<file path="config.mk">
export PLATFORM = sky130hd
export DESIGN_NAME = delay_timer_bank_flat
export DESIGN_NICKNAME = d
export VERILOG_FILES = /design/src/rtl/delay_timer_bank_if.sv /design/src/rtl/delay_timer_bank.sv /design/src/flat_wrapper.sv
export SDC_FILE = /design/constraint.sdc
export NUM_CORES = 1
export LEC_CHECK = 0
export BUFFER_PORTS_ARGS = -buffer_cell sky130_fd_sc_hd__clkbuf_2
export CORE_MARGIN = 10
export CORE_UTILIZATION = 40
export CTS_CLUSTER_SIZE = 14
export DETAILED_ROUTE_END_ITERATION = 8
export PLACE_DENSITY = 0.59
export SETUP_SLACK_MARGIN = 0.3
export SLEW_MARGIN = 10
export SYNTH_ARGS = -nofsm -noshare
export SYNTH_HDL_FRONTEND = slang
export SYNTH_SLANG_ARGS = --single-unit
</file>
<file path="constraint.sdc">
create_clock -name clock -period 11.25 [get_ports clock]
set_clock_uncertainty 0.1 [all_clocks]
set_input_delay 0.5625 -clock clock [delete_from_list [all_inputs] [get_ports clock]]
set_output_delay 0.5625 -clock clock [all_outputs]
set_load 0.005 [all_outputs]
</file>
<file path="src/rtl/delay_timer_bank_if.sv">
// Control/status bundle for delay_timer_bank: per-channel strobes and config in,
// per-channel busy/done out. The master drives the strobes, the timer bank is the slave.
interface delay_timer_bank_if #(
  parameter int NUM_CH = 4,
  parameter int DUR_W  = 11
);
  logic [NUM_CH-1:0]       start;
  logic [NUM_CH-1:0]       abort;
  logic [NUM_CH-1:0]       periodic;
  logic [NUM_CH*DUR_W-1:0] duration;
  logic [NUM_CH-1:0]       busy;
  logic [NUM_CH-1:0]       done;
  logic                    any_done;

  modport master (
    output start, abort, periodic, duration,
    input  busy, done, any_done
  );

  modport slave (
    input  start, abort, periodic, duration,
    output busy, done, any_done
  );
endinterface

</file>
<file path="src/rtl/delay_timer_bank.sv">
// Bank of NUM_CH independent millisecond delay timers with one-shot/periodic mode,
// abort, retrigger and a registered 1-cycle done pulse per expiry.
module delay_timer_bank #(
  parameter int NUM_CH        = 4,
  parameter int DUR_W         = 11,
  parameter int CYCLES_PER_MS = 250000
) (
  input  logic              clock,
  input  logic              reset,
  delay_timer_bank_if.slave bus
);
  localparam int TICK_W = (CYCLES_PER_MS > 2) ? $clog2(CYCLES_PER_MS) : 1;
  localparam logic [TICK_W-1:0] TICK_MAX = TICK_W'(CYCLES_PER_MS - 1);

  localparam logic [0:0] ST_IDLE = 1'b0;
  localparam logic [0:0] ST_RUN  = 1'b1;

  logic [NUM_CH-1:0] w_busy;
  logic [NUM_CH-1:0] w_done;
  logic [NUM_CH-1:0] w_done_nxt_all;
  logic              r_any_done;

  for (genvar g = 0; g < NUM_CH; g++) begin : g_ch
    logic [0:0]        r_state, w_state_nxt;
    logic [TICK_W-1:0] r_tick,  w_tick_nxt;
    logic [DUR_W-1:0]  r_ms,    w_ms_nxt;
    logic [DUR_W-1:0]  r_dur,   w_dur_nxt;
    logic              r_mode,  w_mode_nxt;
    logic              r_done,  w_done_nxt;
    logic [DUR_W-1:0]  w_dur_in;

    assign w_dur_in = bus.duration[g*DUR_W +: DUR_W];

    always_comb begin
      // NOTE: every output of this block gets a default first so no path infers a latch.
      w_state_nxt = r_state;
      w_tick_nxt  = r_tick;
      w_ms_nxt    = r_ms;
      w_dur_nxt   = r_dur;
      w_mode_nxt  = r_mode;
      w_done_nxt  = 1'b0;

      // Priority: abort, then start/retrigger, then normal counting.
      if (bus.abort[g]) begin
        w_state_nxt = ST_IDLE;
      end else if (bus.start[g]) begin
        w_dur_nxt  = w_dur_in;
        w_mode_nxt = bus.periodic[g];
        w_tick_nxt = TICK_MAX;
        if (w_dur_in == '0) begin
          w_ms_nxt    = '0;
          w_state_nxt = ST_IDLE;
          w_done_nxt  = 1'b1;
        end else begin
          w_ms_nxt    = w_dur_in - 1'b1;
          w_state_nxt = ST_RUN;
        end
      end else if (r_state == ST_RUN) begin
        if (r_tick != '0) begin
          w_tick_nxt = r_tick - 1'b1;
        end else if (r_ms != '0) begin
          w_ms_nxt   = r_ms - 1'b1;
          w_tick_nxt = TICK_MAX;
        end else begin
          w_done_nxt = 1'b1;
          if (r_mode) begin
            w_tick_nxt = TICK_MAX;
            w_ms_nxt   = r_dur - 1'b1;
          end else begin
            w_state_nxt = ST_IDLE;
          end
        end
      end
    end

    always_ff @(posedge clock or posedge reset) begin
      if (reset) begin
        r_state <= ST_IDLE;
        r_tick  <= '0;
        r_ms    <= '0;
        r_dur   <= '0;
        r_mode  <= 1'b0;
        r_done  <= 1'b0;
      end else begin
        // NOTE: sequential state uses non-blocking assignments so all registers update together.
        r_state <= w_state_nxt;
        r_tick  <= w_tick_nxt;
        r_ms    <= w_ms_nxt;
        r_dur   <= w_dur_nxt;
        r_mode  <= w_mode_nxt;
        r_done  <= w_done_nxt;
      end
    end

    assign w_busy[g]         = (r_state == ST_RUN);
    assign w_done[g]         = r_done;
    assign w_done_nxt_all[g] = w_done_nxt;
  end

  // any_done is registered from the same next-state terms so it aligns with done.
  always_ff @(posedge clock or posedge reset) begin
    if (reset) r_any_done <= 1'b0;
    else       r_any_done <= |w_done_nxt_all;
  end

  assign bus.busy     = w_busy;
  assign bus.done     = w_done;
  assign bus.any_done = r_any_done;
endmodule

</file>
<file path="src/flat_wrapper.sv">
// flat-port wrapper written by rule: the top's interface ports become plain ports
module delay_timer_bank_flat 
#(
  parameter int NUM_CH        = 4,
  parameter int DUR_W         = 11,
  parameter int CYCLES_PER_MS = 250000
)
  (clock, reset, bus_start, bus_abort, bus_periodic, bus_duration, bus_busy, bus_done, bus_any_done);
  delay_timer_bank_if #(.NUM_CH(NUM_CH), .DUR_W(DUR_W)) bus_i ();
  input  logic clock;
  input  logic reset;
  input wire logic [$bits(bus_i.start)-1:0] bus_start;
  input wire logic [$bits(bus_i.abort)-1:0] bus_abort;
  input wire logic [$bits(bus_i.periodic)-1:0] bus_periodic;
  input wire logic [$bits(bus_i.duration)-1:0] bus_duration;
  output wire logic [$bits(bus_i.busy)-1:0] bus_busy;
  output wire logic [$bits(bus_i.done)-1:0] bus_done;
  output wire logic [$bits(bus_i.any_done)-1:0] bus_any_done;
  assign bus_i.start = bus_start;
  assign bus_i.abort = bus_abort;
  assign bus_i.periodic = bus_periodic;
  assign bus_i.duration = bus_duration;
  assign bus_busy = bus_i.busy;
  assign bus_done = bus_i.done;
  assign bus_any_done = bus_i.any_done;
  delay_timer_bank #(.NUM_CH(NUM_CH), .DUR_W(DUR_W), .CYCLES_PER_MS(CYCLES_PER_MS)) u_core (.clock(clock), .reset(reset), .bus(bus_i));
endmodule
</file>
# Yosys cells after proc, flatten, opt, wreduce, memory -nomap -nowiden
# Cells that the tools add are included.
# word_totals
register_bits,173
input_bits,58
# classes
bitwise,4
muxes,96
reduce_logical,37
n_eq_ne,4
n_addsub,16
# op_table
operator,n
18-bit 2-to-1 mux,20
11-bit 2-to-1 mux,24
11-bit by 1-bit subtractor with 11-bit output (second input constant),12
18-bit nonzero test,4
18-bit by 1-bit subtractor with 18-bit output (second input constant),4
1-bit 2-to-1 mux,52
11-bit logical NOT,4
11-bit nonzero test,4
4-bit AND reduction,4
4-bit nonzero test,4
3-bit AND reduction,4
3-bit nonzero test,4
2-bit != test (second input constant),4
2-bit AND reduction,4
2-bit nonzero test,4
1-bit inverter,4
4-bit OR reduction,1

# Depth between registers and ports, before layout
# depth
depth_word,7
depth_mapped,12

# Worst setup path before layout
# Ideal clock, no wire load.
# synth_path
path_kind,register -> register
from,reg u_core.g_ch[3].r_ms[7]
to,reg u_core.g_ch[3].r_ms[10]
slack_ns,7.947
n_path_buf,2
required_ns,11.023
synth_period_minus_slack_ns,3.303
t_arrival_ns,3.076
stages_incl_launch_ff,13
path_cell_list,dfrtp_1 > or2_2 > clkbuf_1 > nor4_4 > buf_2 > a21oi_1 > ha_1 > or3b_1 > or3_1 > a2111oi_1 > a21oi_1 > a211oi_2 > nand3b_1
# synth_via
elab_chain_cells,5
elab_cells_between_ends,8
classes_between,add/sub (1); mux (4); reduce/logical (3)
# synth_rtl
element,line,source
"start, declared",delay_timer_bank.sv:26,"logic [DUR_W-1:0] r_ms, w_ms_nxt;"
"start signal, assigned",delay_timer_bank.sv:88,r_ms <= w_ms_nxt;
11-bit by 1-bit subtractor with 11-bit output or 11-bit nonzero test (tied branches),"delay_timer_bank.sv:62, delay_timer_bank.sv:61",
11-bit 2-to-1 mux,delay_timer_bank.sv:61,end else if (r_ms != '0) begin
11-bit 2-to-1 mux,delay_timer_bank.sv:59,if (r_tick != '0) begin
11-bit 2-to-1 mux,delay_timer_bank.sv:58,end else if (r_state == ST_RUN) begin
11-bit 2-to-1 mux,delay_timer_bank.sv:46,end else if (bus.start[g]) begin
# Parallel ways exist; a longest one is shown, timed or not. The select of a mux whose other input is x is not followed.
# A chain may end at the register's enable or synchronous reset.

# Worst setup path in the final report
# layout_path
from,reg u_core.g_ch[3].r_ms[2]
to,reg u_core.g_ch[3].r_ms[10]
# The elaborated chain is that of the path after synthesis.

==> impl_results.md <==
- Synthesis Warnings: 0
- Clock sinks: 173
- Setup bufs post-CTS: 0
- Logic pwr share: 16.8%
- CTS tree: built
- RR Endpoint: u_core.g_ch[3].r_ms[10]
- Final wirelength: 27600 um
- Average wire per standard cell: 16.7 um
- Starting DRT DRC Count: 552
- Std-Cell Rows: 60
- Worst skew pair latency: 440 ps
- Most common cell after layout, fill and taps aside: dfrtp_1
- Pwr dens: 138 nW/um^2
- Post-DRT Antenna Nets: 0
- Setup CP Type: register to register
- Vias in the first global route: 9205
- Crit. End Element: register
- Worst R2R Path Depth: 10
- Area of the multi-input gates: 6110 sq um
- Clock Tree Buf Depth: 2
- TNS Setup: 0 ps
- Worst relative slew slack: 25.5%
- Net count after synthesis: 1336
- Ports: 67
- Overflow after GRT: 0
- Reg-to-reg slack, setup: 7640 ps
- Routed vias/inst: 5.75
- Pleak: 0.00474 uW
- Sequential fraction of the synthesis area: 39.9%
- First-pass GRT wire length: 46500 um
- Required time worst endpoint: 11530 ps
- Fin util: 44.7%
- PortBufs: 66
- HPWL Detailed: 19800 um
- # fillers: 2638
- Worst EP arrival: 3890 ps
- Switching share of power: 30.6%
- Nature of the critical path startpoint: register
- Worst vdd ir: 0.102 mV
- DIE AREA: 34100 sq um
- DRC: 0
- Synthesis-to-layout area growth: 10.3%
- Core Area: 26800 sq um
- RePlAce Congestion: 0.902
- Share of total power in sequential cells: 46.6%
- Layout cells sized above 1: 11.8%
- Commonest cells after routing, fill and taps aside: dfrtp_1, nand2_1, nor2_1, a21oi_1, o21ai_0
- Initial antenna violation count: 1
- Clock transition at path regs: 80 ps
- RSZ-0062 raised after global routing: no
- Pin count of the biggest net entering global routing: 99
- Htree depth: 4
- Total GRT Usage: 16.3%
- Post-synth cell types: 81
- Total number of vias: 9502
- Worst slew pin tran: 1110 ps
- Hold buffers post-CTS: 0
- Outcome: finished, final reports clean
- Sw power: 507 uW
- Max_cap viols: 0
- Die W: 185 um
- Post-CTS sizing: 0
- Max Clk Rate: 0.277 GHz
- Drt pass-1 iters: 5
- RR Startpoint: u_core.g_ch[3].r_ms[2]
- Synthesized cell area: 10900 sq um
- Internal power: 1150 uW
- Worst-path maximum fanout: 16
- Tcrit/Tclk final: 32.1%
- Reg area: 4330 sq um
- Slew Viols, Final: 0
- Min Tclk post-route: 3610 ps
- Post-synth EDFFs: 0
- Main synth FF type: dfrtp_1
- Diodes inserted: 0
- Syn avg cell area: 8.58 sq um
- Die Y: 185 um
- Hold Fails Final Rpt: 0
- Nets: 1368
- Fraction of registers with async set/reset: 100%
- Hold Path Class: primary input to asynchronous set/reset pin
- Inserted Clock Buffers: 17
- Power share of the clock group: 36.6%
- Cell count after synthesis: 1266
- Synth Register Bits: 173
- Final setup fails: 0
- Initial Utilization: 40.5%
- Root Driver: clkbuf_16
-- how the worst max path moves through the flow --
stage,start,endpoint
3_5_place_dp,u_core.g_ch[3].r_ms[2],u_core.g_ch[3].r_ms[10]
2_1_floorplan,reset,u_core.bus.any_done
4_1_cts,u_core.g_ch[3].r_ms[2],u_core.g_ch[3].r_ms[10]
3_3_place_gp,u_core.g_ch[3].r_ms[2],u_core.g_ch[3].r_ms[10]
6_report,u_core.g_ch[3].r_ms[2],u_core.g_ch[3].r_ms[10]
5_1_grt,u_core.g_ch[3].r_ms[3],u_core.g_ch[3].r_ms[10]
-- per-stage QoR --
step / worst slack [ps] / std cells / power (uW) / hold WS, ps / cell area (sq um)
2_1_floorplan: 5900 / 1266 / 971 / 337 / 10900
3_3_place_gp: 7860 / 1620 / 1050 / 358 / 11400
3_5_place_dp: 7750 / 1620 / 1060 / 383 / 11400
4_1_cts: 7720 / 1652 / 1670 / 175 / 12000
5_1_grt: 7380 / 1652 / 1760 / 204 / 12000
6_report: 7640 / 1652 / 1660 / 131 / 12000
-- flip-flops by register name, indices dropped and copies added (netlist names) --
register             cells
u_core.bus.any_done      1
u_core.g_ch.r_done       4
u_core.g_ch.r_dur       44
u_core.g_ch.r_mode       4
u_core.g_ch.r_ms        44
u_core.g_ch.r_state      4
u_core.g_ch.r_tick      72
-- metal layers --
| metal | GRT usage, % | up-vias | wire length (um) |
|---|---|---|---|
| li1 | - | 4709 | - |
| met1 | 22.7 | 4592 | 13800 |
| met2 | 25.5 | 177 | 12500 |
| met3 | 2.89 | 24 | 1090 |
| met4 | 4.16 | 0 | 318 |
| met5 | 0 | - | 0 |
-- synthesized netlist by cell type, types with 31 or more instances --
library cell	number	share of area [%]
o21ai_0	75	3.5
xor2_1	31	2.5
nand3_1	34	1.6
xnor2_1	39	3.1
nand2_1	146	5.0
or3_1	37	2.1
nor2_1	127	4.4
clkbuf_1	33	1.1
inv_1	34	1.2
nor3_1	55	2.5
dfrtp_1	173	40
a21oi_1	76	3.5
nor4_1	34	2.0
-- cell type report --
cell class	instances	share of cell area, %
inverters	35	1.16
clock inverters	11	1.10
repair buffers	72	3.13
flip-flops and latches	173	36.1
clock buffers	21	3.93
well taps	341	3.56
multi-input cells	999	51.0
-- power by group through the flow --
stage               sequential (uW)  combinational (uW)  clock (uW)
finish                          772                 279         607
global route                    784                 320         651
CTS                             770                 280         623
detailed placement              780                 280           0
global placement                779                 275           0
floorplan                       749                 222           0
-- cells by family (layout without fill, tap and decap cells) --
family / Yosys count / after routing / share of synthesized area [%]
compound gates: 312 / 312 / 18.7
flops: 173 / 173 / 39.9
buf+inv: 94 / 139 / 3.93
mux: 28 / 28 / 2.80
xor+xnor: 70 / 70 / 5.65
simple gates: 577 / 577 / 27.7
fa+ha+maj: 12 / 12 / 1.38
-- worst max-delay path, stage by stage, from the launching register on --
cell	delay (ps)
dfrtp_1	420
or4_1	320
nor4_4	150
a21oi_1	230
ha_1	210
or3b_1	410
or3_1	350
a2111oi_1	760
nand2_1	150
nor4_1	300
nand3b_1	150
(Power assumes the default switching activity.)
